$ cat config.mk
export PLATFORM = sky130hd
export DESIGN_NAME = seq_pipe_delay_nstage_flat
export DESIGN_NICKNAME = d
export VERILOG_FILES = /design/src/rtl/seq_pipe_delay_nstage_if.sv /design/src/rtl/seq_pipe_delay_nstage.sv /design/src/flat_wrapper.sv
export SDC_FILE = /design/constraint.sdc
export NUM_CORES = 1
export LEC_CHECK = 0
export ABC_AREA = 1
export CAP_MARGIN = 10
export CORE_MARGIN = 4
export CORE_UTILIZATION = 59
export CTS_CLUSTER_DIAMETER = 80
export CTS_CLUSTER_SIZE = 25
export DETAILED_ROUTE_END_ITERATION = 7
export PLACE_DENSITY = 0.93
export SYNTH_ARGS = -nofsm -noshare
export SYNTH_HDL_FRONTEND = slang
export SYNTH_SLANG_ARGS = --single-unit
$ cat constraint.sdc
create_clock -name clk -period 4 [get_ports clk]
set_input_delay 1 -clock clk [delete_from_list [all_inputs] [get_ports clk]]
set_output_delay 1 -clock clk [all_outputs]
set_load 0.005 [all_outputs]
$ cat src/rtl/seq_pipe_delay_nstage_if.sv
// Bus bundle for the N-stage delay line. The master drives the stimulus side
// and the slave (the pipeline) drives the tap and occupancy side.
interface seq_pipe_delay_nstage_if #(
    parameter int NBITS   = 8,
    parameter int NSTAGES = 4,
    parameter int SELW    = $clog2(NSTAGES + 1)
);
    logic [NBITS-1:0] in_;
    logic             in_val;
    logic             en;
    logic             flush;
    logic [SELW-1:0]  dsel;
    logic [NBITS-1:0] out;
    logic             out_val;
    logic [SELW-1:0]  count;

    modport master (
        output in_, in_val, en, flush, dsel,
        input  out, out_val, count
    );

    modport slave (
        input  in_, in_val, en, flush, dsel,
        output out, out_val, count
    );
endinterface

$ cat src/rtl/seq_pipe_delay_nstage.sv
// Stallable, flushable N-stage delay line with a valid bit per stage, a
// runtime output tap (0 = bypass, k = stage k) and live occupancy count.
// Stage data is kept at zero whenever its valid bit is clear, so taps never
// need extra masking.
module seq_pipe_delay_nstage #(
    parameter int NBITS   = 8,
    parameter int NSTAGES = 4,
    parameter int SELW    = $clog2(NSTAGES + 1)
) (
    input logic                   clk,
    input logic                   reset,
    seq_pipe_delay_nstage_if.slave bus
);

    logic [NSTAGES:1]            stg_v_q, stg_v_d;
    logic [NSTAGES:1][NBITS-1:0] stg_d_q, stg_d_d;

    logic             out_val_c;
    logic [NBITS-1:0] out_c;
    logic [SELW-1:0]  cnt_c;

    // Next-state: flush beats advance; a stall holds everything and drops input.
    always_comb begin
        stg_v_d = stg_v_q;
        stg_d_d = stg_d_q;
        if (bus.flush) begin
            stg_v_d = '0;
            stg_d_d = '0;
        end else if (bus.en) begin
            stg_v_d[1] = bus.in_val;
            stg_d_d[1] = bus.in_val ? bus.in_ : '0;
            for (int k = 2; k <= NSTAGES; k++) begin
                stg_v_d[k] = stg_v_q[k-1];
                stg_d_d[k] = stg_d_q[k-1];
            end
        end
    end

    // Stage registers with synchronous reset.
    always_ff @(posedge clk) begin
        if (reset) begin
            stg_v_q <= '0;
            stg_d_q <= '0;
        end else begin
            stg_v_q <= stg_v_d;
            stg_d_q <= stg_d_d;
        end
    end

    // Output tap mux; selections past the last stage read as empty.
    always_comb begin
        out_val_c = 1'b0;
        out_c     = '0;
        if (bus.dsel == '0) begin
            out_val_c = bus.in_val;
            out_c     = bus.in_val ? bus.in_ : '0;
        end else if (bus.dsel <= SELW'(NSTAGES)) begin
            out_val_c = stg_v_q[bus.dsel];
            out_c     = stg_d_q[bus.dsel];
        end
    end

    // Occupancy: population count of stage valid bits (bypass excluded).
    always_comb begin
        cnt_c = '0;
        for (int k = 1; k <= NSTAGES; k++) begin
            cnt_c = cnt_c + SELW'(stg_v_q[k]);
        end
    end

    assign bus.out     = out_c;
    assign bus.out_val = out_val_c;
    assign bus.count   = cnt_c;

endmodule

$ cat src/flat_wrapper.sv
// flat-port wrapper written by rule: the top's interface ports become plain ports
module seq_pipe_delay_nstage_flat 
#(
    parameter int NBITS   = 8,
    parameter int NSTAGES = 4,
    parameter int SELW    = $clog2(NSTAGES + 1)
)
  (clk, reset, bus_in_, bus_in_val, bus_en, bus_flush, bus_dsel, bus_out, bus_out_val, bus_count);
  seq_pipe_delay_nstage_if #(.NBITS(NBITS), .NSTAGES(NSTAGES), .SELW(SELW)) bus_i ();
  input logic clk;
  input logic reset;
  input wire logic [$bits(bus_i.in_)-1:0] bus_in_;
  input wire logic [$bits(bus_i.in_val)-1:0] bus_in_val;
  input wire logic [$bits(bus_i.en)-1:0] bus_en;
  input wire logic [$bits(bus_i.flush)-1:0] bus_flush;
  input wire logic [$bits(bus_i.dsel)-1:0] bus_dsel;
  output wire logic [$bits(bus_i.out)-1:0] bus_out;
  output wire logic [$bits(bus_i.out_val)-1:0] bus_out_val;
  output wire logic [$bits(bus_i.count)-1:0] bus_count;
  assign bus_i.in_ = bus_in_;
  assign bus_i.in_val = bus_in_val;
  assign bus_i.en = bus_en;
  assign bus_i.flush = bus_flush;
  assign bus_i.dsel = bus_dsel;
  assign bus_out = bus_i.out;
  assign bus_out_val = bus_i.out_val;
  assign bus_count = bus_i.count;
  seq_pipe_delay_nstage #(.NBITS(NBITS), .NSTAGES(NSTAGES), .SELW(SELW)) u_core (.clk(clk), .reset(reset), .bus(bus_i));
endmodule
==> run metrics, run 1 <==
cell taking the most area after synthesis=dfxtp_1; worst-path fanout max=18; non-filler cells, final=343; layout cell share with drive strength beyond 1=0.165; Post-CTS Setup Repair Bufs=0; overall die area=4510 um2; net switching power=199 uW; H-tree Lvls=2; max_slew headroom=0.330; clock latency on the worst-skew pair=0.35 ns; Synth Register Bits=36; CP top delay family=buffers and inverters; max-cap viol count=0; actual slew at the worst max-slew pin=1.01 ns; PortBufs=27; Setup WS post-layout=0.217 ns; CTS max path bufs=2; CP endpoint kind=output pin; Post-synth ARST share=0; DR top layer=met4; Flop pwr share=0.522; most instantiated library cell after synthesis=nand2_1; Comb power frac=0.172; met2 WL=2150 um; DPL Wire Length=2860 um; CTS tree=built; CP peak stage delay=0.54 ns; WP depth=7; post-placement worst setup slack=0.266 ns; clk sink count=36; Crit Path Category=in -> out; post-synth net total=295; Final setup viols=0; post-synthesis sequential area ratio=0.349; Die Y=67.2 um; top cells by area, synth=dfxtp_1 35%, nand2_1 16%, a211oi_2 13%, nand3_1 6.5%, inv_1 6.2%; WL met3=254 um; total wire length=4280 um; Req. time, crit path=3.00 ns; Clock transition at path regs=0.10 ns; Setup Skew=0.00647 ns; YS warnings=0; Avg Inst Size Synth=7.48 um2; Reg area=721 um2; Syn Inst Count=276; GRT Util Overall=0.207; Resize count post-CTS=0; area of the multi-input gates=1040 um2; peak supply drop=0.244 mV; pin count of the biggest net entering global routing=37; ANT cells=0; Worst setup SP type=input pin; routed len/inst=12.5 um; Final min period=3.78 ns; boundary pin count=28; global route overflow=0; Post-synth top flop=dfxtp_1; FP Rows=21; TritonCTS buffer count=5; status=complete, no violations; library cells used by synthesis=19; number of global-route vias before repair=1598; Placed Cells=336; Area Overhead vs Synth=12.9%; Synth top cells by count=89 x nand2_1, 36 x dfxtp_1, 34 x inv_1; Die X-Extent=67.2 um; Final Hold Fails=0; Worst EP arrival=2.78 ns; RD Place Congestion=0.816; DRC Markers=0; setup_tns=0 ns; Max Transition Viols Final=0; final core occ=0.693; clk root buf=clkbuf_4; antenna violations before repair=0; worst hold stages=2; Detail Route Antenna Nets=0; wl on met1=1810 um; # fillers=305; DR pass1 iterations=4; WP buf/inv=3; DRT iter0 DRCs=96; Int Pwr=519 uW; number of synthesized flops with an enable pin=0; first-pass GRT wire length=7000 um; Initial Util=0.614; Leakage=0.00102 uW; CP max-delay cell=clkdlybuf4s50_1; post-synthesis cell area=2060 um2; Worst Hold Class=reg -> reg; Vias/cell=5.20; Sw Ratio=0.277; area of the core=3360 um2; CTS Hold Bufs=0; Tcrit/Tclk final=0.946; Synth top area share=0.349; worst path cell trace=clkdlybuf4s50_1, nor2_4, nand3_1, nand2_1, inv_1, nand2_1, clkdlybuf4s50_1; clock network power share=0.306; FF-to-FF path depth=2; RSZ-0062 raised after global routing=false; Power Density=308 nW/um2; FMAX=264 MHz; DR vias=1782; Final #Nets=316
## worst paths after layout
| kind | end | startpoint | slack, ns |
|---|---|---|---|
| min | u_core.stg_d_q[27] | u_core.stg_d_q[19] | 0.48 |
| min reg2reg | u_core.stg_d_q[27] | u_core.stg_d_q[19] | 0.48 |
| max | bus_out[4] | bus_dsel[0] | 0.22 |
| max reg2reg | u_core.stg_v_q[3] | u_core.stg_v_q[3] | 3.25 |
## worst reg2reg max path: cells and delay by family (launching register included)
family	cells	cell delay [ns]
flip-flops	1	0.39
AND/OR/NAND/NOR	1	0.07
AO/OA/AOI/OAI	1	0.21
## layout make-up
class / count / area share
Multi-Input combinational cell: 185 / 0.446
Clock buffer: 7 / 0.0279
Timing Repair Buffer: 31 / 0.127
Tap cell: 46 / 0.0247
Sequential cell: 36 / 0.309
Inverter: 38 / 0.0655
## metrics by stage
step                total power, uW  area (um2)  hold slack (ns)
global placement                504        2270            0.464
finish                          719        2330            0.480
global route                    749        2330            0.497
detailed placement              507        2270            0.467
floorplan                       472        2060            0.450
CTS                             724        2330            0.484
## power groups by stage
stage	sequential [uW]	combinational [uW]	clock (uW)
after floorplan	382	90.0	0
after global placement	383	121	0
after detailed placement	383	123	0
after CTS	375	124	225
after global routing	376	135	237
final	375	124	220
## layer usage
layer / vias up / global-route usage
met5: - / 0
met4: 0 / 0.0734
met3: 7 / 0.0582
met2: 47 / 0.350
met1: 816 / 0.250
li1: 912 / -
## sequential cells by signal, indices dropped and copies added, names as in the netlist
name and flops:
u_core.stg_v_q 4, u_core.stg_d_q 32
## kinds of logic (layout without fill, tap and decap cells)
kind of cell	count (synthesis)	after routing	share of synthesized area
compound gates	36	36	0.187
fa+ha+maj	3	3	0.0218
flops	36	36	0.349
simple gates	146	146	0.295
buf+inv	55	76	0.147
## cell usage in the layout (no fill, tap or decap)
cell and n:
dfxtp_1 36, fa_1 1, clkbuf_4 5, nand2_1 89, ha_1 2, buf_2 1
inv_2 1, clkbuf_8 2, nand3_1 27, nor2_4 1, clkdlybuf4s50_1 26, a211oi_1 6
nor2_1 27, inv_4 2, or2_2 1, a211oi_2 21, inv_1 34, buf_4 4
inv_6 1, a21oi_2 9, nor2_8 1
No activity file was read; power rests on OpenSTA's default activity.
==> run 2: changes to the inputs <==
--- a/config.mk
+++ b/config.mk
@@ -7,12 +7,12 @@
 export LEC_CHECK = 0
 export ABC_AREA = 1
 export CAP_MARGIN = 10
-export CORE_MARGIN = 4
 export CORE_UTILIZATION = 59
 export CTS_CLUSTER_DIAMETER = 80
 export CTS_CLUSTER_SIZE = 25
 export DETAILED_ROUTE_END_ITERATION = 7
 export PLACE_DENSITY = 0.93
+export SETUP_SLACK_MARGIN = 0.02
 export SYNTH_ARGS = -nofsm -noshare
 export SYNTH_HDL_FRONTEND = slang
 export SYNTH_SLANG_ARGS = --single-unit
==> run metrics, run 2 (same netlist as run 1, synthesis figures left out) <==
status=complete, no violations; clock latency on the worst-skew pair=0.35 ns; max reg flops=32; design area=2340 um2; ANT cells=0; global route overflow=0; H-tree Lvls=2; Worst setup SP type=input pin; final core occ=0.701; area of the core=3340 um2; Tcrit/Tclk final=0.940; Detail Route Antenna Nets=0; Final Hold Fails=0; CP endpoint kind=output pin; DPL Wire Length=3130 um; Final #Nets=318; layout cell share with drive strength beyond 1=0.167; most frequent cells in the layout=89 x nand2_1, 36 x dfxtp_1, 34 x inv_1; FF-to-FF path depth=2; CTS tree=built; max-cap viol count=0; Crit Path Category=in -> out; Worst R2R Setup Slack=3.24 ns; pin count of the biggest net entering global routing=37; clk root buf=clkbuf_4; Setup Skew=0.00897 ns; DR pass1 iterations=4; Vias/cell=5.39; actual slew at the worst max-slew pin=1.01 ns; Area Overhead vs Synth=13.3%; GRT Util Overall=0.285; antenna violations before repair=0; FP Rows=21; DR vias=1866; WHS=0.482 ns; worst hold stages=2; Top reg by flops=u_core.stg_d_q; PnR Total Power=709 uW; DRT iter0 DRCs=84; DRC Markers=0; total wire length=4600 um; setup_tns=0 ns; Clock transition at path regs=0.10 ns; R2R Path Start=u_core.stg_d_q[4]; CTS max path bufs=2; Post-CTS Setup Repair Bufs=0; max_slew headroom=0.326; Worst EP arrival=2.76 ns; overall die area=3740 um2; Area after DPL=2280 um2; RD Place Congestion=0.787; Leakage=0.00102 uW; most common cell after layout, fill and taps aside=nand2_1; Initial Util=0.619; routed len/inst=13.3 um; clk sink count=36; Die X-Extent=61.2 um; CP Launch Point=bus_dsel[0]; TritonCTS buffer count=5; Worst Hold Class=reg -> reg; Power Density=303 nW/um2; Resize count post-CTS=0; hold path startpoint=u_core.stg_d_q[21]; Final min period=3.76 ns; Worst Hold Path EP=u_core.stg_d_q[29]; Largest regs=u_core.stg_d_q: 32 flops, u_core.stg_v_q: 4 flops; number of global-route vias before repair=1719; first-pass GRT wire length=7650 um; Final setup viols=0; FF-to-FF End=u_core.stg_d_q[12]; Max Transition Viols Final=0; peak supply drop=0.253 mV; CTS Hold Bufs=0; FMAX=266 MHz; worst-path fanout max=10; Die Y=61.2 um; PortBufs=27; Req. time, crit path=3.00 ns; RSZ-0062 raised after global routing=false; boundary pin count=28
run 2: cell types whose count changed in the layout (fill, tap and decap cells not counted):
cell and delta:
clkbuf_1 +2, buf_4 +2, clkbuf_8 -1
run 2: area by class of cell:
class                      count  area, um2
clock buffer                   8       58.8
fill                         274        997
inverter                      38        153
multi-input combinational    185       1040
sequential                    36        721
tap                           46       57.6
timing repair buffer          33        310
run 2: power by group:
part	internal (uW)	total (uW)	switching, uW
sequential	369	375	6.14
clock	86.7	207	120
combinational	51.8	127	75.5
total	508	709	202
run 2: stage by stage:
step | cells | setup WS (ns)
floorplan | 276 | 1.42
global placement | 338 | 0.290
detailed placement | 338 | 0.242
CTS | 346 | 0.245
global route | 346 | 0.0857
finish | 346 | 0.239
run 2: how the worst max path moves through the flow:
stage / endpoint / depth (start not counted)
after CTS: bus_out_val / 8
after global routing: bus_out_val / 8
final: bus_out[7] / 8
after floorplan: bus_out[6] / 7
after detailed placement: bus_out_val / 8
after global placement: bus_out[6] / 8
run 2: routing by layer:
metal	global-route usage	part of all wire	up-vias
met5	0	0	-
met4	0.162	0.044	0
met3	0.0777	0.048	20
met2	0.474	0.51	58
met1	0.331	0.40	869
li1	-	-	919
run 2: worst max-delay path, cell delays in order:
cell and delay (ns):
clkdlybuf4s50_1 0.70, inv_6 0.12, nor2_8 0.18, nand2_1 0.07
nand2_1 0.07, nand2_1 0.04, nand2_1 0.07, clkdlybuf4s50_1 0.50
